File: src/rtl/neuron_pkg.sv
// neuron_pkg -- definitions shared between the synapse scatter block and the
// neuron block.
//   * state_t      : scatter controller states (IDLE, SCATTER, DONE)
//   * *_DEF        : default lane count, word widths and weight fraction bits
//   * den_word_t   : one dendrite word at the default width
// No ports (package).
package neuron_pkg;

    localparam int N_DEN_DEF = 32;  // dendrite lanes
    localparam int D_W_DEF   = 32;  // axon / dendrite word width
    localparam int W_W_DEF   = 16;  // weight width
    localparam int FRAC_DEF  = 8;   // weight fraction bits (signed Q7.8)

    typedef enum logic [1:0] {
        IDLE    = 2'd0,
        SCATTER = 2'd1,
        DONE    = 2'd2
    } state_t;

    typedef logic signed [D_W_DEF-1:0] den_word_t;

endpackage

File: src/rtl/synapse_scatter_if.sv
// synapse_scatter_if -- handshake and data bus of the synapse scatter block.
//   master : upstream side; drives axon_valid/axon and the weight write port,
//            observes axon_ready, den, den_valid, busy.
//   slave  : the scatter block itself.
// Signals:
//   axon_valid / axon / axon_ready : axon word handshake (signed D_W word)
//   wt_we / wt_addr / wt_data      : weight file write port (signed W_W word)
//   den                            : N_DEN registered dendrite words
//   den_valid                      : one-cycle pulse, all lanes updated
//   busy                           : scatter in progress
interface synapse_scatter_if
    import neuron_pkg::*;
#(
    parameter int N_DEN = N_DEN_DEF,
    parameter int D_W   = D_W_DEF,
    parameter int W_W   = W_W_DEF
);
    localparam int AW = (N_DEN > 1) ? $clog2(N_DEN) : 1;

    logic                          axon_valid;
    logic signed [D_W-1:0]         axon;
    logic                          axon_ready;
    logic                          wt_we;
    logic [AW-1:0]                 wt_addr;
    logic signed [W_W-1:0]         wt_data;
    logic [N_DEN-1:0][D_W-1:0]     den;
    logic                          den_valid;
    logic                          busy;

    modport master (
        output axon_valid, axon, wt_we, wt_addr, wt_data,
        input  axon_ready, den, den_valid, busy
    );

    modport slave (
        input  axon_valid, axon, wt_we, wt_addr, wt_data,
        output axon_ready, den, den_valid, busy
    );

endinterface

File: src/rtl/synapse_mac.sv
// synapse_mac -- combinational single-lane synapse product.
//   res = (axon * wt) >>> FRAC, computed on the full D_W+W_W-bit signed
//   product; the arithmetic shift floors toward negative infinity.
// Ports:
//   axon : signed D_W axon value
//   wt   : signed W_W weight (FRAC fraction bits)
//   res  : signed D_W lane result
// Build option: define SYNAPSE_SAT_EN to clamp out-of-range results to the
// most positive / most negative D_W value; otherwise the low D_W bits are
// kept (two's-complement wrap).
module synapse_mac
    import neuron_pkg::*;
#(
    parameter int D_W  = D_W_DEF,
    parameter int W_W  = W_W_DEF,
    parameter int FRAC = FRAC_DEF
) (
    input  logic signed [D_W-1:0] axon,
    input  logic signed [W_W-1:0] wt,
    output logic signed [D_W-1:0] res
);

    localparam int P_W = D_W + W_W;

    logic signed [P_W-1:0] prod;
    logic signed [P_W-1:0] shifted;

    // Size casts of signed operands sign-extend, so the multiply is a true
    // P_W-bit signed product.
    assign prod    = P_W'(axon) * P_W'(wt);
    assign shifted = prod >>> FRAC;

`ifdef SYNAPSE_SAT_EN
    // The result fits in D_W bits when every bit from D_W-1 upward is a copy
    // of the sign bit.
    logic [P_W-D_W:0] hi;
    assign hi = shifted[P_W-1:D_W-1];

    always_comb begin
        res = shifted[D_W-1:0];
        if (!((&hi) || !(|hi))) begin
            if (shifted[P_W-1])
                res = {1'b1, {(D_W-1){1'b0}}};
            else
                res = {1'b0, {(D_W-1){1'b1}}};
        end
    end
`else
    assign res = shifted[D_W-1:0];

    // Upper product bits are discarded by the wrap.
    logic unused_hi;
    assign unused_hi = ^shifted[P_W-1:D_W];
`endif

endmodule

File: src/rtl/synapse_scatter.sv
// synapse_scatter -- distributes one axon word to N_DEN dendrite lanes.
// An accepted axon word is multiplied by each lane's weight, one lane per
// cycle through a single shared synapse_mac, lanes 0..N_DEN-1 in order.
// After the last lane a one-cycle DONE state pulses den_valid.
// Ports:
//   clk : rising-edge clock
//   rst : asynchronous active-high reset (clears state, weights and lanes)
//   bus : synapse_scatter_if.slave (axon handshake, weight write port,
//         dendrite outputs, den_valid, busy)
// Build option: SYNAPSE_SAT_EN selects saturating lane results (see
// synapse_mac); default is two's-complement wrap.
// Timing: accept at cycle 0, lane i written on the edge closing cycle i+1,
// den_valid in cycle N_DEN+1, next accept possible in cycle N_DEN+2.
module synapse_scatter
    import neuron_pkg::*;
#(
    parameter int N_DEN = N_DEN_DEF,
    parameter int D_W   = D_W_DEF,
    parameter int W_W   = W_W_DEF,
    parameter int FRAC  = FRAC_DEF
) (
    input  logic              clk,
    input  logic              rst,
    synapse_scatter_if.slave  bus
);

    localparam int             IW   = (N_DEN > 1) ? $clog2(N_DEN) : 1;
    localparam logic [IW-1:0]  LAST = IW'(N_DEN - 1);

    state_t                     state_q, state_d;
    logic [IW-1:0]              idx_q;
    logic signed [D_W-1:0]      axon_q;
    logic [N_DEN-1:0][W_W-1:0]  wt_q;
    logic [N_DEN-1:0][D_W-1:0]  den_q;
    logic signed [D_W-1:0]      lane_res;
    logic                       accept;
    logic                       last_lane;
    logic                       addr_ok;

    assign accept    = (state_q == IDLE) && bus.axon_valid;
    assign last_lane = (idx_q == LAST);

    // ---------------------------------------------------------------------
    // Controller
    // ---------------------------------------------------------------------
    always_ff @(posedge clk or posedge rst) begin
        if (rst)
            state_q <= IDLE;
        else
            state_q <= state_d;
    end

    always_comb begin
        state_d        = state_q;
        bus.axon_ready = 1'b0;
        bus.busy       = 1'b0;
        bus.den_valid  = 1'b0;
        case (state_q)
            IDLE: begin
                bus.axon_ready = 1'b1;
                if (bus.axon_valid)
                    state_d = SCATTER;
            end
            SCATTER: begin
                bus.busy = 1'b1;
                if (last_lane)
                    state_d = DONE;
            end
            DONE: begin
                bus.busy      = 1'b1;
                bus.den_valid = 1'b1;
                state_d       = IDLE;
            end
            default: begin
                state_d = IDLE;
            end
        endcase
    end

    // ---------------------------------------------------------------------
    // Weight file: writable in any state. The lane being computed reads the
    // registered weight, so a write landing on the same edge is seen only by
    // later scatters.
    // ---------------------------------------------------------------------
    generate
        if ((1 << IW) == N_DEN) begin : g_addr_full
            assign addr_ok = 1'b1;
        end else begin : g_addr_part
            assign addr_ok = (32'(bus.wt_addr) < N_DEN);
        end
    endgenerate

    always_ff @(posedge clk or posedge rst) begin
        if (rst)
            wt_q <= '0;
        else if (bus.wt_we && addr_ok)
            wt_q[bus.wt_addr] <= bus.wt_data;
    end

    // ---------------------------------------------------------------------
    // Datapath: one shared MAC, time-multiplexed across lanes by idx_q.
    // ---------------------------------------------------------------------
    synapse_mac #(
        .D_W  (D_W),
        .W_W  (W_W),
        .FRAC (FRAC)
    ) u_mac (
        .axon (axon_q),
        .wt   (wt_q[idx_q]),
        .res  (lane_res)
    );

    always_ff @(posedge clk or posedge rst) begin
        if (rst) begin
            axon_q <= '0;
            idx_q  <= '0;
            den_q  <= '0;
        end else begin
            if (accept) begin
                axon_q <= bus.axon;
                idx_q  <= '0;
            end
            if (state_q == SCATTER) begin
                den_q[idx_q] <= lane_res;
                // Index parks on the last lane; the next accept rewinds it.
                if (!last_lane)
                    idx_q <= idx_q + 1'b1;
            end
        end
    end

    assign bus.den = den_q;

endmodule

File: src/flat_wrapper.sv
// flat-port wrapper written by rule: the top's interface ports become plain ports
module synapse_scatter_flat import neuron_pkg::*;
#(
    parameter int N_DEN = N_DEN_DEF,
    parameter int D_W   = D_W_DEF,
    parameter int W_W   = W_W_DEF,
    parameter int FRAC  = FRAC_DEF
)
  (clk, rst, bus_axon_valid, bus_axon, bus_wt_we, bus_wt_addr, bus_wt_data, bus_axon_ready, bus_den, bus_den_valid, bus_busy);
  synapse_scatter_if #(.N_DEN(N_DEN), .D_W(D_W), .W_W(W_W)) bus_i ();
  input  logic clk;
  input  logic rst;
  input wire logic [$bits(bus_i.axon_valid)-1:0] bus_axon_valid;
  input wire logic [$bits(bus_i.axon)-1:0] bus_axon;
  input wire logic [$bits(bus_i.wt_we)-1:0] bus_wt_we;
  input wire logic [$bits(bus_i.wt_addr)-1:0] bus_wt_addr;
  input wire logic [$bits(bus_i.wt_data)-1:0] bus_wt_data;
  output wire logic [$bits(bus_i.axon_ready)-1:0] bus_axon_ready;
  output wire logic [$bits(bus_i.den)-1:0] bus_den;
  output wire logic [$bits(bus_i.den_valid)-1:0] bus_den_valid;
  output wire logic [$bits(bus_i.busy)-1:0] bus_busy;
  assign bus_i.axon_valid = bus_axon_valid;
  assign bus_i.axon = bus_axon;
  assign bus_i.wt_we = bus_wt_we;
  assign bus_i.wt_addr = bus_wt_addr;
  assign bus_i.wt_data = bus_wt_data;
  assign bus_axon_ready = bus_i.axon_ready;
  assign bus_den = bus_i.den;
  assign bus_den_valid = bus_i.den_valid;
  assign bus_busy = bus_i.busy;
  synapse_scatter #(.N_DEN(N_DEN), .D_W(D_W), .W_W(W_W), .FRAC(FRAC)) u_core (.clk(clk), .rst(rst), .bus(bus_i));
endmodule
File: config.mk
export PLATFORM = sky130hd
export DESIGN_NAME = synapse_scatter_flat
export DESIGN_NICKNAME = d
export VERILOG_FILES = /design/src/rtl/neuron_pkg.sv /design/src/rtl/synapse_scatter_if.sv /design/src/rtl/synapse_mac.sv /design/src/rtl/synapse_scatter.sv /design/src/flat_wrapper.sv
export SDC_FILE = /design/constraint.sdc
export NUM_CORES = 2
export LEC_CHECK = 0
export ABC_AREA = 1
export CELL_PAD_IN_SITES_DETAIL_PLACEMENT = 0
export CELL_PAD_IN_SITES_GLOBAL_PLACEMENT = 1
export CORE_AREA = 2 2 419 421
export DETAILED_ROUTE_END_ITERATION = 6
export DIE_AREA = 0 0 421 423
export DONT_BUFFER_PORTS = 1
export PLACE_DENSITY_LB_ADDON = 0.3
export REMOVE_ABC_BUFFERS = 1
export SYNTH_ARGS = -nofsm -noshare
export SYNTH_HDL_FRONTEND = slang
export SYNTH_HIERARCHICAL = 1
export SYNTH_SLANG_ARGS = --single-unit
File: constraint.sdc
create_clock -name clk -period 140 [get_ports clk]
set_input_delay 21 -clock clk [delete_from_list [all_inputs] [get_ports clk]]
set_output_delay 21 -clock clk [all_outputs]
set_load 0.005 [all_outputs]
# Word-level counts from Yosys, hierarchy flattened
# Cells that the tools add are included.
# word_totals
register_bits	1575
in_bits	57
out_inout_bits	1027
elab_cells	101
# classes
addsub	1
n_mul	1
n_lt_le_gt_ge	4
eq_ne	5
n_mux	17
reduce_logical	6
# ops
op	count
bitwise mux 1024 bit	1
bitwise mux 512 bit	1
demux 32 bit (select 5 bit)	1
binary-select mux 16 bit (select 5 bit)	1
demux 16 bit (select 5 bit)	1
multiplier 32 x 16 -> 40 bit	1
2-to-1 mux 16 bit	2
2-to-1 mux 32 bit	1
2-to-1 mux 5 bit	3
< comparator 5 x 6 -> 1 bit, second input constant	2
>= comparator 5 x 1 -> 1 bit, second input constant	2
adder 5 x 1 -> 5 bit, second input constant	1
equality test 5 bit, second input constant	1
2-to-1 mux 2 bit	2
one-hot mux 2 bit (2 select lines)	1
logical AND 1 bit	3
2-to-1 mux 1 bit	3
equality test 2 x 1 -> 1 bit, second input constant	1
equality test 2 bit, second input constant	1
zero test 2 bit	1
!= test 2 x 1 -> 1 bit, second input constant	1
!= test 2 bit, second input constant	1
AND reduction 2 bit	1
OR reduction 2 bit	1

# Logic depth before layout (Yosys ltp)
# logic_depth
ltp_word	5
mapped_depth	43
depth_no_buf	39

# Modules after synthesis
# The synthesis kept the hierarchy.
# modules_own_cells
mod	instances	cells_per_inst	area_each_um2
synapse_scatter	1	7029	62970.4
synapse_mac	1	2311	16677.2

# Worst setup path after synthesis
# OpenSTA, ideal clock, no wires.
# synth_timing
kind	input to register
start	input port bus_wt_addr[2]
end	register u_core/wt_q[116] in the netlist's numbering
setup_ns	0.133
t_arrival_ns	21.989
required_time_ns	139.867
setup_slack_ns	117.878
path_stages	6
path_cell_list	clkbuf_2 -> nor3b_1 -> nand2_1 -> clkbuf_1 -> nand2_1 -> o21ai_0
# synth_via
elab_chain_cells	5
word_cells_on_any_way	6
cone_classes	order compare (2); mux (3); reduce/logical (1)
# synth_lines
item	line_no	rtl
start, declared	flat_wrapper.sv:16	input wire logic [$bits(bus_i.wt_addr)-1:0] bus_wt_addr;
< comparator 5 x 6 -> 1 bit (implied by the code) / >= comparator 5 x 1 -> 1 bit (equally long branches)	synapse_scatter.sv:97	wt_q[bus.wt_addr] <= bus.wt_data;
logical AND 1 bit (implied by the code)	synapse_scatter.sv:97	
2-to-1 mux 16 bit (implied by the code)	synapse_scatter.sv:97	
demux 16 bit (select 5 bit) *	--	
bitwise mux 512 bit *	synapse_scatter.sv:97	
end signal, assigned by index	synapse_scatter.sv:97	
end, declared	synapse_scatter.sv:33	logic [N_DEN-1:0][W_W-1:0] wt_q;
# Every way passes the cells marked *; elsewhere a longest branch is shown, timed or not.
# A chain may end at the register's enable or synchronous reset.

==> metrics.csv <==
stage,metric,value,unit
timing,period_needed,25.87,ns
logic_synthesis,yosysWarnings,6,
die,die_h,423,um
die,rows,153,
logic_synthesis,syn_avg_cell_area,8.53,um2
timing,setup_viol,0,
clocking,cts_tree,done,
logic_synthesis,netlist.area_leader.share,49.5,%
logic_synthesis,synth_area,79600,um2
timing,hold_viol,0,
logic_synthesis,synth.most_common_cell,nand2_1,
die,io_pins,1084,
logic_synthesis,synth_cells,9340,
global_route,grt_pass1_wl,413000,um
setup_path,cp_data_arrival_time,26.69,ns
detailed_routing,vias,61600,
setup_path,max_stage_delay,0.81,ns
outcome,status,completed,
detailed_routing,drt-vias-per-instance,5.37,
detailed_routing,drt_iter0_drc,6388,
timing,timing.final.crit_share,18.5,%
die,fp.dieW,421,um
cells_and_area,nets,9590,
flow_run,max_cap_viol_count,0,
placement,dp_hpwl,188000,um
logic_synthesis,seq_area_frac_synth,49.5,%
logic_synthesis,async_reset_ff_share,100,%
placement,gp_routability_congestion,0.907,
logic_synthesis,synth_edf_count,0,
setup_path,crit_chain,inv_8 > buf_4 > buf_4 > buf_4 > buf_4 > buf_4 > buf_4 > buf_4,
detailed_routing,route.detailed.drc,0,
setup_path,startpoint_type,input pin,
worst_hold_path,hold_depth,2,
timing,rsz0062_at_grt,no,
clocking,post_cts_buffers,0,
timing,fmax,38.7,MHz
setup_path,reg2reg_depth,35,
setup_path,worst-path-buf-inv,8,
timing,drv_slew,0,
clocking,clkTransAtPathRegs,0.06,ns
logic_synthesis,yosys.cell_types.count,41,
global_route,grt_max_degree,166,
setup_path,end_kind,asynchronous set/reset pin,
detailed_routing,first_pass_iters,6,
setup_path,path_max_fanout,119,
timing,clock_skew,0.0716,ns
clocking,ctsResizeCount,0,
worst_hold_path,hold_class,register to register,
detailed_routing,ant_nets,0,
global_route,grt_overflow_total,0,
global_route,track_usage,31.3,%
clocking,clock-root-buffer,clkbuf_16,
setup_path,required,140.82,ns
logic_synthesis,synth_common_cells,"nand2_1 (2711), dfrtp_1 (1575), inv_1 (1318), o21ai_0 (1003), nor2_1 (520)",
clocking,clock_path_buffers,3,
die,core,173000,um2
die,die-area,178000,um2
timing,finalSetupTns,0,ns
global_route,antenna_found_initial,7,
setup_path,criticalPathCategory,input pin to asynchronous set/reset pin,
setup_path,crit_cells,8,
timing,slew_headroom,13.0,%
setup_path,cp_common_cell,buf_4,
logic_synthesis,synth-main-ff-cell,dfrtp_1,
placement,port_buffers,0,
clocking,holdBufCountCts,0,
clocking,htreeDepth,4,
timing,tightestPinTransition,1.30,ns
logic_synthesis,synthTopCellsByArea,"dfrtp_1 (49%), nand2_1 (13%), fa_1 (10%), o21ai_0 (6.3%), inv_1 (6.2%)",
logic_synthesis,yosysTopAreaCell,dfrtp_1,
detailed_routing,avgRoutedWirePerCell,24.4,um
cells_and_area,drive_gt1_share,5.97,%
setup_path,cp_top_family,buffers and inverters,
clocking,clock_latency,0.83,ns
setup_path,cpMaxStageDelayCell,buf_4,
clocking,cts_made_buffers,168,
cells_and_area,area_growth,8.95,%
logic_synthesis,yosys_register_bits,1575,
global_route,grt_pass1_vias,59200,
clocking,clock_sinks,1575,
die,start_util,46.0,%
detailed_routing,drt_wl_total,280000,um
[cell usage in the layout, fill, tap and decap left out, drive strengths merged, types with 7 or more instances in the layout]
master / instances
nand2: 2748
dfrtp: 1575
inv: 1339
o21ai: 1187
nor2: 533
a21oi: 425
fa: 410
nand3: 279
clkbuf: 246
buf: 123
ha: 111
clkinv: 39
mux2: 32
nor3: 23
xor2: 18
nand4: 9
bufinv: 8
o21bai: 7
xnor2: 7
[per-layer routing]
layer | share of wire (%) | vias to the layer above | GRT usage [%]
met5 | 0 | - | 0
met2 | 47 | 2577 | 49.9
met4 | 4.7 | 0 | 13.7
met3 | 7.5 | 529 | 5.99
li1 | - | 27900 | -
met1 | 41 | 30500 | 41.7
[sequential cells by signal, indices dropped and copies added (netlist names)]
register / cells
u_core/bus.den: 1024
u_core/state_q: 2
u_core/wt_q: 512
u_core/axon_q: 32
u_core/idx_q: 5
[cell type report]
class	count	area [um2]
Multi-Input combinational cell	5815	32700
Clock buffer	246	4940
Fill cell	16500	86500
Tap cell	2325	2910
Inverter	1329	5010
Antenna cell	2	5.00
Clock inverter	60	772
Sequential cell	1575	39400
Timing Repair Buffer	123	986
[tightest hold or removal path, stage by stage (launching register included)]
cell and delay [ns]:
dfrtp_1 0.34, nand2_1 0.05, o21ai_0 0.06
[logic make-up after synthesis]
group                      after synthesis  share of synthesized area [%]
AOI/OAI and AO/OA                     1632                           10.3
xor gates and xnor gates                25                          0.275
adders and majority gates              521                           12.0
buffers and inverters                 1950                           9.48
DFF                                   1575                           49.5
muxes                                   32                          0.452
and+or+nand+nor                       3605                           18.0
[stage by stage]
step | hold slack [ns] | std cells | area (um2) | worst slack (ns) | util (%)
floorplan | 0.453 | 8719 | 77100 | 74.56 | -
global placement | 0.465 | 11200 | 81100 | 113.13 | 46.8
detailed placement | 0.472 | 11200 | 81100 | 113.02 | 46.8
CTS | 0.487 | 11500 | 86800 | 113.89 | 50.1
global route | 0.499 | 11500 | 86800 | 113.24 | 50.1
finish | 0.480 | 11500 | 86800 | 114.13 | 50.1
[path summary, 6_finish.rpt]
kind / startpoint / to / slack (ns)
max in group clk: u_core/state_q[1] / bus_busy / 117.18
worst min register to register: u_core/wt_q[190] / u_core/wt_q[190] / 0.48
worst max-delay path: rst / u_core/bus.den[751] / 114.13
worst max register to register: u_core/idx_q[0] / u_core/bus.den[219] / 128.85
worst min-delay path: u_core/wt_q[190] / u_core/wt_q[190] / 0.48
min in group asynchronous: rst / u_core/bus.den[989] / 20.17
Power is not shown: default switching activity piles up to over one toggle a cycle in this logic, so the estimate is an artifact.
